File: src/rtl/led_trail_chaser_if.sv
// Control inputs and display outputs of the LED trail chaser.
// The chaser itself takes the slave side.
interface led_trail_chaser_if #(
    parameter int NSEG  = 7,
    parameter int IDX_W = 3
);
    logic [2:0]       speed;
    logic             dir;
    logic [1:0]       mode;
    logic             tail_en;
    logic             pause;
    logic [NSEG-1:0]  seg_out;
    logic [IDX_W-1:0] head_idx;
    logic             step_pulse;

    modport master (output speed, dir, mode, tail_en, pause,
                    input  seg_out, head_idx, step_pulse);
    modport slave  (input  speed, dir, mode, tail_en, pause,
                    output seg_out, head_idx, step_pulse);
endinterface

File: src/rtl/led_trail_chaser.sv
// Multi-channel LED chaser: a full-brightness head walks the channels in one of
// four patterns, leaving an optional PWM-faded trail behind it.
module led_trail_chaser_chan #(
    parameter int FADE_W = 4
) (
    input  logic              clk,
    input  logic              reset,
    input  logic              is_head_i,
    input  logic              tail_en_i,
    input  logic              fade_tick_i,
    input  logic [FADE_W-1:0] slice_i,
    output logic              lit_o
);
    logic [FADE_W-1:0] bright_q, bright_d;
    logic              lit_q;

    always_comb begin
        bright_d = bright_q;
        if (is_head_i)
            bright_d = '1;
        else if (!tail_en_i)
            bright_d = '0;
        else if (fade_tick_i && bright_q != '0)
            bright_d = bright_q - FADE_W'(1);
    end

    always_ff @(posedge clk) begin
        if (reset) begin
            bright_q <= '0;
            lit_q    <= 1'b0;
        end else begin
            bright_q <= bright_d;
            lit_q    <= bright_q > slice_i;
        end
    end

    assign lit_o = lit_q;
endmodule

module led_trail_chaser #(
    parameter int NSEG       = 7,
    parameter int FADE_W     = 4,
    parameter int PWM_W      = 4,
    parameter int STEP_SHIFT = 4,
    parameter int FADE_DIV_W = 2,
    parameter int ACTIVE_LOW = 1,
    parameter int IDX_W      = 3
) (
    input logic               clk,
    input logic               reset,
    led_trail_chaser_if.slave io
);
    localparam int POS_W = (IDX_W > 3) ? IDX_W : 3;
    localparam int CNT_W = STEP_SHIFT + 4;
    localparam logic [1:0] MODE_WRAP   = 2'd0;
    localparam logic [1:0] MODE_BOUNCE = 2'd1;
    localparam logic [1:0] MODE_FIG8   = 2'd2;
    localparam logic [POS_W-1:0] POS_LAST = POS_W'(NSEG - 1);

    // Input copies are deliberately not reset so a held mode does not look
    // like a mode change on reset release.
    logic [2:0] speed_q;
    logic [1:0] mode_q, mode_prev_q;
    logic       dir_q, tail_en_q, pause_q;

    always_ff @(posedge clk) begin
        speed_q     <= io.speed;
        dir_q       <= io.dir;
        mode_q      <= io.mode;
        mode_prev_q <= mode_q;
        tail_en_q   <= io.tail_en;
        pause_q     <= io.pause;
    end

    logic [CNT_W-1:0]      cnt_q, cnt_d, cnt_term;
    logic [POS_W-1:0]      pos_q, pos_d;
    logic                  up_q, up_d;
    logic [PWM_W-1:0]      pwm_q;
    logic [FADE_DIV_W-1:0] fdiv_q;
    logic [IDX_W-1:0]      head, head_idx_q;
    logic                  step_pulse_q, step, chg, fade_tick;
    logic [1:0]            eff_mode;
    logic [2:0]            fig_nxt;

    assign cnt_term  = ((CNT_W'(speed_q) + CNT_W'(1)) << STEP_SHIFT) - CNT_W'(1);
    assign step      = !pause_q && (cnt_q == cnt_term);
    assign chg       = mode_q != mode_prev_q;
    assign fade_tick = (&pwm_q) && (&fdiv_q);
    assign eff_mode  = (mode_q == MODE_FIG8 && NSEG < 7) ? MODE_WRAP : mode_q;
    assign fig_nxt   = dir_q ? pos_q[2:0] + 3'd1 : pos_q[2:0] - 3'd1;

    always_comb begin
        pos_d = pos_q;
        up_d  = up_q;
        cnt_d = cnt_q;
        if (chg) begin
            pos_d = '0;
            up_d  = 1'b1;
            cnt_d = '0;
        end else if (!pause_q) begin
            cnt_d = step ? '0 : cnt_q + CNT_W'(1);
            if (step) begin
                case (eff_mode)
                    MODE_WRAP: begin
                        if (dir_q) pos_d = (pos_q == POS_LAST) ? '0 : pos_q + POS_W'(1);
                        else       pos_d = (pos_q == '0) ? POS_LAST : pos_q - POS_W'(1);
                    end
                    MODE_BOUNCE: begin
                        if (up_q) begin
                            if (pos_q == POS_LAST) begin
                                pos_d = POS_LAST - POS_W'(1);
                                up_d  = 1'b0;
                            end else
                                pos_d = pos_q + POS_W'(1);
                        end else begin
                            if (pos_q == '0) begin
                                pos_d = POS_W'(1);
                                up_d  = 1'b1;
                            end else
                                pos_d = pos_q - POS_W'(1);
                        end
                    end
                    MODE_FIG8: pos_d = POS_W'(fig_nxt);
                    default:   pos_d = pos_q;
                endcase
            end
        end
    end

    // Figure-8 walks an 8-step index that visits the middle channel twice.
    always_comb begin
        head = IDX_W'(pos_q);
        if (eff_mode == MODE_FIG8) begin
            case (pos_q[2:0])
                3'd0:    head = IDX_W'(0);
                3'd1:    head = IDX_W'(1);
                3'd2:    head = IDX_W'(6);
                3'd3:    head = IDX_W'(4);
                3'd4:    head = IDX_W'(3);
                3'd5:    head = IDX_W'(2);
                3'd6:    head = IDX_W'(6);
                default: head = IDX_W'(5);
            endcase
        end
    end

    always_ff @(posedge clk) begin
        if (reset) begin
            cnt_q        <= '0;
            pos_q        <= '0;
            up_q         <= 1'b1;
            pwm_q        <= '0;
            fdiv_q       <= '0;
            head_idx_q   <= '0;
            step_pulse_q <= 1'b0;
        end else begin
            cnt_q        <= cnt_d;
            pos_q        <= pos_d;
            up_q         <= up_d;
            pwm_q        <= pwm_q + PWM_W'(1);
            if (&pwm_q)
                fdiv_q   <= fdiv_q + FADE_DIV_W'(1);
            head_idx_q   <= head;
            step_pulse_q <= step && !chg;
        end
    end

    logic [NSEG-1:0] lit;

    for (genvar i = 0; i < NSEG; i++) begin : g_chan
        led_trail_chaser_chan #(.FADE_W(FADE_W)) u_chan (
            .clk         (clk),
            .reset       (reset),
            .is_head_i   (head == IDX_W'(i)),
            .tail_en_i   (tail_en_q),
            .fade_tick_i (fade_tick),
            .slice_i     (pwm_q[PWM_W-1 -: FADE_W]),
            .lit_o       (lit[i])
        );
    end

    assign io.seg_out    = (ACTIVE_LOW != 0) ? ~lit : lit;
    assign io.head_idx   = head_idx_q;
    assign io.step_pulse = step_pulse_q;
endmodule

File: src/flat_wrapper.sv
// flat-port wrapper written by rule: the top's interface ports become plain ports
module led_trail_chaser_flat 
#(
    parameter int NSEG       = 7,
    parameter int FADE_W     = 4,
    parameter int PWM_W      = 4,
    parameter int STEP_SHIFT = 4,
    parameter int FADE_DIV_W = 2,
    parameter int ACTIVE_LOW = 1,
    parameter int IDX_W      = 3
)
  (clk, reset, io_speed, io_dir, io_mode, io_tail_en, io_pause, io_seg_out, io_head_idx, io_step_pulse);
  led_trail_chaser_if #(.NSEG(NSEG), .IDX_W(IDX_W)) io_i ();
  input logic clk;
  input logic reset;
  input wire logic [$bits(io_i.speed)-1:0] io_speed;
  input wire logic [$bits(io_i.dir)-1:0] io_dir;
  input wire logic [$bits(io_i.mode)-1:0] io_mode;
  input wire logic [$bits(io_i.tail_en)-1:0] io_tail_en;
  input wire logic [$bits(io_i.pause)-1:0] io_pause;
  output wire logic [$bits(io_i.seg_out)-1:0] io_seg_out;
  output wire logic [$bits(io_i.head_idx)-1:0] io_head_idx;
  output wire logic [$bits(io_i.step_pulse)-1:0] io_step_pulse;
  assign io_i.speed = io_speed;
  assign io_i.dir = io_dir;
  assign io_i.mode = io_mode;
  assign io_i.tail_en = io_tail_en;
  assign io_i.pause = io_pause;
  assign io_seg_out = io_i.seg_out;
  assign io_head_idx = io_i.head_idx;
  assign io_step_pulse = io_i.step_pulse;
  led_trail_chaser #(.NSEG(NSEG), .FADE_W(FADE_W), .PWM_W(PWM_W), .STEP_SHIFT(STEP_SHIFT), .FADE_DIV_W(FADE_DIV_W), .ACTIVE_LOW(ACTIVE_LOW), .IDX_W(IDX_W)) u_core (.clk(clk), .reset(reset), .io(io_i));
endmodule
File: config.mk
export PLATFORM = sky130hd
export DESIGN_NAME = led_trail_chaser_flat
export DESIGN_NICKNAME = d
export VERILOG_FILES = /design/src/rtl/led_trail_chaser_if.sv /design/src/rtl/led_trail_chaser.sv /design/src/flat_wrapper.sv
export SDC_FILE = /design/constraint.sdc
export NUM_CORES = 1
export LEC_CHECK = 0
export BUFFER_PORTS_ARGS = -buffer_cell sky130_fd_sc_hd__clkbuf_2
export CAP_MARGIN = 0
export CORE_MARGIN = 3
export CORE_UTILIZATION = 65
export DETAILED_ROUTE_END_ITERATION = 7
export GPL_ROUTABILITY_DRIVEN = 0
export HOLD_SLACK_MARGIN = 0.1
export PLACE_DENSITY = 0.86
export SYNTH_ARGS = -nofsm -noshare
export SYNTH_HDL_FRONTEND = slang
export SYNTH_SLANG_ARGS = --single-unit
File: constraint.sdc
create_clock -name clk -period 7.05 [get_ports clk]
set_input_delay 1.0575 -clock clk [delete_from_list [all_inputs] [get_ports clk]]
set_output_delay 1.0575 -clock clk [all_outputs]
set_load 0.03 [all_outputs]
[Word-level counts from Yosys, hierarchy flattened]
Cells that the tools add are included.
W data, S select, Z words.
Storage, ports and cells
  register bits: 67
  bits of input ports: 10
  output and inout port bits: 11
  word-level logic and storage cells: 137
Operators by class
  add/sub/neg operators: 14
  magnitude comparators: 7
  equality and inequality tests: 23
  muxes and demuxes: 35
  bitwise operators: 2
  reduce and logical (&&, ||, !) cells: 29
Operator list (count)
  $mux W4: 21
  $gt A4 B4 Y1: 7
  $reduce_bool A4 Y1: 7
  $sub A4 B1 Y4 const B: 7
  $mux W3: 8
  $ne A3 B3 Y1 const B: 7
  $eq A3 B3 Y1 const B: 6
  $pmux W3 S6: 1
  $eq A3 B2 Y1 const B: 4
  $logic_and A1 B1 Y1: 10
  $pmux W3 S3: 1
  $add A8 B1 Y8 const B: 1
  $eq A8 B8 Y1: 1
  $mux W8: 1
  $sub A8 B1 Y8 const B: 1
  $not A7 Y7: 1
  $eq A3 B1 Y1 const B: 2
  $logic_not A3 Y1: 2
  $reduce_and A3 Y1: 2
  $add A3 B1 Y4 const B: 1
  $add A4 B1 Y4 const B: 1
  $reduce_and A4 Y1: 1
  $reduce_or A2 Y1: 2
  $add A3 B1 Y3 const B: 1
  other kinds (11): 14

[Depth between registers and ports, before layout]
Gate-level depths: netlist of run 1.
  depth in word-level cells: 6
  depth in mapped cells: 10
  mapped depth without buffers: 9

[Modules after synthesis]
A second synthesis of run 1 with hierarchy kept.
Unflattened totals
  cells, all modules: 490
  area, all modules: 4300.4 sq um
Modules (own cells, without submodules)
  led_trail_chaser_chan: times used 7, cells an instance 43, area each 376.6 sq um, seq. area each 100.1 sq um
  led_trail_chaser: times used 1, cells an instance 189, area each 1664.1 sq um, seq. area each 640.6 sq um

[Worst setup path before layout of run 1]
No wires, ideal clock.
  path kind: input-to-reg
  from: input port reset
  to: register u_core.up_q
  setup time: 0.120 ns
  data arrival time: 2.256 ns
  data required time: 6.930 ns
  path slack: 4.674 ns
  stages on the path: 5
  buffers on the path: 1
  path through: clkbuf_1 -> nor3_2 -> nand4_1 -> or4_1 -> o31a_1
On the way
  cells in the longest elaborated chain, start to end: 1
Ends and longest elaborated chain
  from (decl): line flat_wrapper.sv:15  | input logic reset;
  $reduce_or A2 Y1 (no source line)
  to (signal assigned): line led_trail_chaser.sv:159  | up_q <= up_d;
  to (decl): line led_trail_chaser.sv:77  | logic up_q, up_d;
Every way passes these cells.
A chain may end at the register's enable or synchronous reset.

[Worst setup path after layout of run 1]
  from: register u_core.pos_q[0]
  to: register u_core.g_chan[6].u_chan.bright_q[3]
On the way
  cells in the longest elaborated chain, start to end: 6
  elaborated cells between the ends (all ways): 13
  those cells by class: eq/ne: 8; mux: 3; reduce/logical: 2
Ends and longest elaborated chain
  from (decl): line led_trail_chaser.sv:76  | logic [POS_W-1:0] pos_q, pos_d;
  from (signal assigned): line led_trail_chaser.sv:158  | pos_q <= pos_d;
  $eq A3 B2 Y1 / $eq A3 B3 Y1 (equally long branches): line led_trail_chaser.sv:134  | case (pos_q[2:0])
  $reduce_or A2 Y1 (no source line)
  $pmux W3 S6: line led_trail_chaser.sv:134
  $mux W3 (*): line led_trail_chaser.sv:133  | if (eff_mode == MODE_FIG8) begin
  $eq A3 B3 Y1 (*): line led_trail_chaser.sv:174  | .is_head_i (head == IDX_W'(i)),
  $ne A3 B3 Y1 (no source line) / $mux W4 (equally long branches)
  to (signal assigned): line led_trail_chaser.sv:32  | bright_q <= bright_d;
  to (decl): line led_trail_chaser.sv:14  | logic [FADE_W-1:0] bright_q, bright_d;
Mark *: on every way between the ends. The rest lies on a longest branch, timed or not.

==> results of run 1 <==
flip-flops by register name, summed over array words and instances, names as in the netlist, 2 cells and up:
name	cells
u_core.cnt_q	8
u_core.eff_mode	2
u_core.fdiv_q	2
u_core.g_chan.u_chan.bright_q	28
u_core.g_chan.u_chan.lit_o	7
u_core.io.head_idx	3
u_core.mode_prev_q	2
u_core.pos_q	3
u_core.pwm_q	4
u_core.speed_q	3
power by group:
group          switching [W]  leakage [nW]  internal (W)   total, W
logic              0.0000486          1.18     0.0000342  0.0000828
clock network       0.000147         0.102      0.000193   0.000339
registers          0.0000117         0.547      0.000389   0.000401
layout make-up:
class                      count  area (um^2)
fill                         450         1540
multi-input combinational    359         2590
clock buffer                  13          169
tap                           75         93.8
timing repair buffer          20          100
sequential                    67         1340
inverter                      39          146
clock inverter                 3         45.0
logic make-up after synthesis:
kind of cell | Yosys count | share of synthesized area [%]
AO/OA/AOI/OAI | 115 | 17.9
flip-flops | 67 | 32.5
buffers and inverters | 52 | 4.88
adder cells (fa/ha/maj) | 56 | 17.0
AND/OR/NAND/NOR | 151 | 19.2
multiplexers | 16 | 4.18
XOR/XNOR | 21 | 4.45
layer usage:
layer  global-route usage, %  up-vias
met1                    30.0     1591
met5                       0        -
met3                    4.03       19
li1                        -     1729
met4                    11.9        0
met2                    43.9       78
critical path, cell delays in order, from the launching register on:
cell and delay [ns]:
dfxtp_1 0.59, inv_1 0.18, ha_1 0.33, ha_1 0.33
nor3_2 0.32, o22ai_1 0.18, nand3_1 0.14, a2bb2oi_1 0.38
a21oi_1 0.11
metrics by stage:
stage	total power [W]	util [%]	worst slack, ns	std cells
CTS	0.000826	74.4	4.36	576
floorplan	0.000471	-	4.67	478
global placement	0.000488	70.9	4.08	560
detailed placement	0.000492	70.9	4.04	560
finish	0.000823	74.4	4.32	576
global route	0.000857	74.4	4.14	576
worst max path at each step:
stage	slack, ns	to	start
after global placement	4.08	u_core.up_q	reset
after detailed placement	4.04	u_core.up_q	reset
after floorplan	4.67	u_core.up_q	reset
final	4.32	u_core.g_chan[6].u_chan.bright_q[3]	u_core.pos_q[0]
after CTS	4.36	u_core.g_chan[6].u_chan.bright_q[1]	u_core.pos_q[0]
after global routing	4.14	u_core.g_chan[6].u_chan.bright_q[1]	u_core.pos_q[0]
layout by cell type (no fill, tap or decap), types with 15 or more instances in the layout:
master    instances
ha_1             56
a21oi_1          41
nor2_1           36
xnor2_1          17
inv_1            39
nand2_1          32
dfxtp_1          67
clkbuf_2         20
nand3_1          17
o21ai_0          15
==> reports/qor.txt, run 1 <==
Area of placed instances - 4270 um^2
Endpoints failing hold - 0
TritonCTS clock tree - yes
Vias in the first global route - 3350
Mapped Area - 4130 um^2
Final Critical Period - 2.73 ns
Detailed Route Iter0 Violations - 200
Insertion delay of the later-clocked pin in the worst-skew pair - 0.34 ns
Type of the tightest min-delay check - flop to flop
Setup repair after global routing missed its margin - no
Number of buffers added to fix hold violations after cts - 0
Clock root buffer - clkbuf_8
Core Region - 6030 um^2
I/O pin cnt - 21
DIE HEIGHT - 85.7 um
Vias post-DR - 3417
Critical path data arrival time - 2.91 ns
Cell depth of the worst hold path - 0
Syn_nets - 544
Final routed DRC violation total - 0
CP Launch Type - flop
Highest metal layer used by the detailed router - met4
Total of endpoints with negative setup slack in the final report - 0
Cell count of the worst reg-to-reg path - 8
Commonest register cell after synthesis - dfxtp_1
Port bufs - 20
Worst hold start - u_core.eff_mode[1]
Fraction of post-synthesis cell area in the top cell type by area - 32.5%
Effective utilization at floorplan - 68.6%
Normalized max-slew margin - 25.4%
VDD IR-drop max - 0.132 mV
Routed metal-1 wirelength - 3770 um
Maximum fanout along the worst path - 12
Area overhead of the layout relative to synthesis - 8.54%
Post-synth cell types - 62
Setup skew after layout - 0.00749 ns
Number of sinks on the clock net - 67
Worst EP required - 7.23 ns
EDFF count, synth - 0
Setup TNS Final - 0 ns
Max-cap violation count - 0
Synth area leader - dfxtp_1
Leakage power figure - 1.83 nW
Number of buffers created by CTS - 9
Post-detailed-route count of antenna-violating nets - 0
Proportion of synthesized chip area in sequential cells - 32.5%
Endpoint of the worst register-to-register path - u_core.g_chan[6].u_chan.bright_q[3]
Detailed Route WL - 8560 um
Cell area after layout - 4480 um^2
Routed length per placed instance - 14.9 um
Slew Viols, Final - 0
Share of layout cells above drive strength 1 - 10.2%
Run status - finished clean
Total global routing overflow - 0
Placement row count - 28
Resized Gates After CTS - 0
Overall global routing resource usage - 25.1%
H-tree lvl count - 3
Worst hold slack - 0.422 ns
Launching point of the worst reg2reg path - u_core.pos_q[0]
Proportion of register bits with asynchronous set or reset after synthesis - 0%
Setup Fix Bufs, Post-CTS - 0
Number of vias per cell after detailed routing - 5.93
Endpoint kind of the worst setup timing path - flop
Maximum buffer depth of the clock tree - 2
Antenna violations before repair - 0
Area contributors post-synth - dfxtp_1, ha_1, a21oi_1
Largest net degree at the start of global routing - 47
Clock transition at the register clock pins on the worst setup and hold paths after CTS - 0.07 ns
Synth top cells by count - dfxtp_1, ha_1, a21oi_1
R2R setup slack - 4.32 ns
Hold Path End - u_core.mode_prev_q[1]
PwrDens - 183 nW/um^2
Post-synthesis instance total - 478
Syn avg cell area - 8.64 um^2
Portion of the clock cycle consumed by the worst path in the final layout - 38.7%
Die outline area - 7350 um^2
Final-stage net count - 562
Die outline width - 85.7 um
Global-route wire length before repair - 14900 um
Total iterations of the first detailed-routing run - 4
Ant diodes - 0
Number of warnings reported in the yosys synthesis log - 0
Maximum operating frequency - 367 MHz
Worst setup path class - flop to flop
Actual transition at the worst max-transition pin - 1.12 ns
Wire length on met3 - 325 um
Cell with the most instances after synthesis - dfxtp_1
HPWL reported at the end of detailed placement - 5890 um
Met2 wire len - 4280 um
Number of storage elements in the synthesis netlist - 67
(Power assumes the default switching activity.)
==> run 2: changes to the inputs <==
--- a/config.mk
+++ b/config.mk
@@ -5,14 +5,15 @@
 export SDC_FILE = /design/constraint.sdc
 export NUM_CORES = 1
 export LEC_CHECK = 0
+export ABC_AREA = 1
 export BUFFER_PORTS_ARGS = -buffer_cell sky130_fd_sc_hd__clkbuf_2
 export CAP_MARGIN = 0
 export CORE_MARGIN = 3
-export CORE_UTILIZATION = 65
+export CORE_UTILIZATION = 62
 export DETAILED_ROUTE_END_ITERATION = 7
 export GPL_ROUTABILITY_DRIVEN = 0
 export HOLD_SLACK_MARGIN = 0.1
-export PLACE_DENSITY = 0.86
+export PLACE_DENSITY = 0.82
 export SYNTH_ARGS = -nofsm -noshare
 export SYNTH_HDL_FRONTEND = slang
 export SYNTH_SLANG_ARGS = --single-unit
==> constraint.sdc (replaced) <==
create_clock -name clk -period 2.8 [get_ports clk]
set_input_delay 0.42 -clock clk [delete_from_list [all_inputs] [get_ports clk]]
set_output_delay 0.42 -clock clk [all_outputs]
set_load 0.03 [all_outputs]
==> reports/qor.txt, run 2 <==
Resized Gates After CTS - 0
Cell with the most instances after synthesis - nand2_1
Vias post-DR - 4010
Commonest register cell after synthesis - dfxtp_1
Routed length per placed instance - 13.1 um
Placed cell count - 700
Portion of the clock cycle consumed by the worst path in the final layout - 74.3%
Type of the tightest min-delay check - input port to flop
Share of layout cells above drive strength 1 - 9.25%
Endpoint kind of the worst setup timing path - flop
Met1 usage in global routing - 30.8%
Syn_nets - 670
Mapped Area - 4240 um^2
Commonest non-fill, non-tap cell in the layout - nand2_1
Post-layout instance count excluding filler cells - 715
Normalized max-slew margin - 67.9%
Top reg by flops - u_core.g_chan.u_chan.bright_q
Worst setup path class - flop to flop
DIE HEIGHT - 88.7 um
Maximum fanout along the worst path - 8
Overall global routing resource usage - 25.9%
Number of buffers added to fix hold violations after cts - 0
Max-cap violation count - 0
Busiest metal layer after global routing - met2
Vias in the first global route - 3797
PwrDens - 492 nW/um^2
M3 GR Usage - 4.84%
Final routed DRC violation total - 0
Setup skew after layout - 0.00955 ns
Maximum operating frequency - 481 MHz
Global-route wire length before repair - 16000 um
Met2 capacity usage during global routing - 44.6%
Worst hold start - io_tail_en
H-tree lvl count - 3
Leakage power figure - 2.28 nW
Endpoints failing hold - 0
Placement row count - 29
Area overhead of the layout relative to synthesis - 9.94%
Post-detailed-route count of antenna-violating nets - 0
Detailed Route WL - 9380 um
Final-stage net count - 700
Total of endpoints with negative setup slack in the final report - 0
Critical path data arrival time - 2.33 ns
Worst hold slack - 0.169 ns
Die outline width - 88.7 um
Post-synth cell types - 33
Max FFs per register - 28
CP Launch Type - flop
Total global routing overflow - 0
Worst EP required - 3.05 ns
Largest net degree at the start of global routing - 27
First element of the critical path - u_core.pos_q[0]
Core Region - 6490 um^2
Cell depth of the worst hold path - 1
Setup TNS Final - 0 ns
R2R setup slack - 0.72 ns
Most frequent cells in the layout - nand2_1, inv_1, nor2_1, dfxtp_1, ha_1
Post-synthesis instance total - 604
Slew Viols, Final - 0
Cell count of the worst reg-to-reg path - 13
Setup Fix Bufs, Post-CTS - 0
Final Critical Period - 2.08 ns
Clock root buffer - clkbuf_8
Number of storage elements in the synthesis netlist - 67
Number of warnings reported in the yosys synthesis log - 0
Effective utilization at floorplan - 65.3%
Detailed Route Iter0 Violations - 287
Insertion delay of the later-clocked pin in the worst-skew pair - 0.35 ns
Post-layout utilization of the core - 71.8%
Synth area leader - dfxtp_1
EDFF count, synth - 0
VDD IR-drop max - 0.350 mV
Fraction of post-synthesis cell area in the top cell type by area - 31.6%
Setup repair after global routing missed its margin - no
Number of buffers created by CTS - 9
Number of sinks on the clock net - 67
Hold Path End - u_core.tail_en_q
Actual transition at the worst max-transition pin - 0.478 ns
HPWL reported at the end of detailed placement - 6780 um
Endpoint of the worst register-to-register path - u_core.g_chan[0].u_chan.bright_q[2]
Proportion of register bits with asynchronous set or reset after synthesis - 0%
Area contributors post-synth - dfxtp_1, ha_1, nand2_1
Launching point of the worst reg2reg path - u_core.pos_q[0]
Antenna violations before repair - 0
Clock transition at the register clock pins on the worst setup and hold paths after CTS - 0.07 ns
Number of vias per cell after detailed routing - 5.61
Ant diodes - 0
Proportion of synthesized chip area in sequential cells - 31.6%
TritonCTS clock tree - yes
Maximum buffer depth of the clock tree - 2
Die outline area - 7870 um^2
Total iterations of the first detailed-routing run - 7
Synth top cells by count - nand2_1, inv_1, nor2_1
Syn avg cell area - 7.02 um^2
I/O pin cnt - 21
Run status - finished clean
Port bufs - 20
## run 2: where the power goes
group          leakage, nW  switching (W)  internal (W)
logic                 1.62       0.000251      0.000149
clock network        0.109       0.000347      0.000504
registers            0.551      0.0000398       0.00100
total                 2.28       0.000638       0.00166
## run 2: layout make-up
| class | count | area [um^2] |
|---|---|---|
| multi-input combinational | 423 | 2470 |
| fill | 505 | 1830 |
| inverter | 108 | 405 |
| clock buffer | 14 | 183 |
| sequential | 67 | 1340 |
| timing repair buffer | 25 | 138 |
| clock inverter | 1 | 30.0 |
| tap | 77 | 96.3 |
## run 2: cells by family (layout without fill, tap and decap cells)
logic type	count (synthesis)	count (layout)	synth area share (%)
DFF	67	67	31.6
AOI/OAI and AO/OA	85	85	11.5
xor gates and xnor gates	3	3	0.619
adders and majority gates	56	56	16.5
buffers and inverters	114	148	10.1
and+or+nand+nor	279	279	29.6
## run 2: routing by layer
metal  share of wire [%]  routed length, um  vias to the layer above
li1                    -                  -                     2031
met1                  43               4030                     1827
met2                  49               4550                      128
met3                 6.4                596                       24
met4                 2.1                199                        0
met5                   0                  0                        -
## run 2: worst max path at each step
stage / end / slack [ns]
floorplan: u_core.g_chan[0].u_chan.bright_q[2] / 0.99
global placement: u_core.g_chan[0].u_chan.bright_q[2] / 0.90
detailed placement: u_core.g_chan[0].u_chan.bright_q[3] / 0.77
CTS: u_core.g_chan[0].u_chan.bright_q[2] / 0.74
global route: u_core.g_chan[0].u_chan.bright_q[2] / 0.52
finish: u_core.g_chan[0].u_chan.bright_q[2] / 0.72
## run 2: worst max-delay path, stage by stage, from the launching register on
cell and delay (ns):
dfxtp_1 0.46, inv_1 0.13, ha_1 0.25, ha_1 0.22, nor2_1 0.11, nand2_1 0.06, inv_1 0.07, nand2_2 0.06
nand2_1 0.10, nand2_4 0.10, nand3_1 0.19, nand2_1 0.10, nor2_1 0.10, nor2_1 0.05
## run 2: per-stage QoR
step | setup slack, ns | total power, W | instance area, um^2
final | 0.720 | 0.00229 | 4660
after global routing | 0.519 | 0.00241 | 4660
after CTS | 0.741 | 0.00231 | 4660
after detailed placement | 0.773 | 0.00146 | 4450
after global placement | 0.900 | 0.00144 | 4450
after floorplan | 0.991 | 0.00136 | 4240
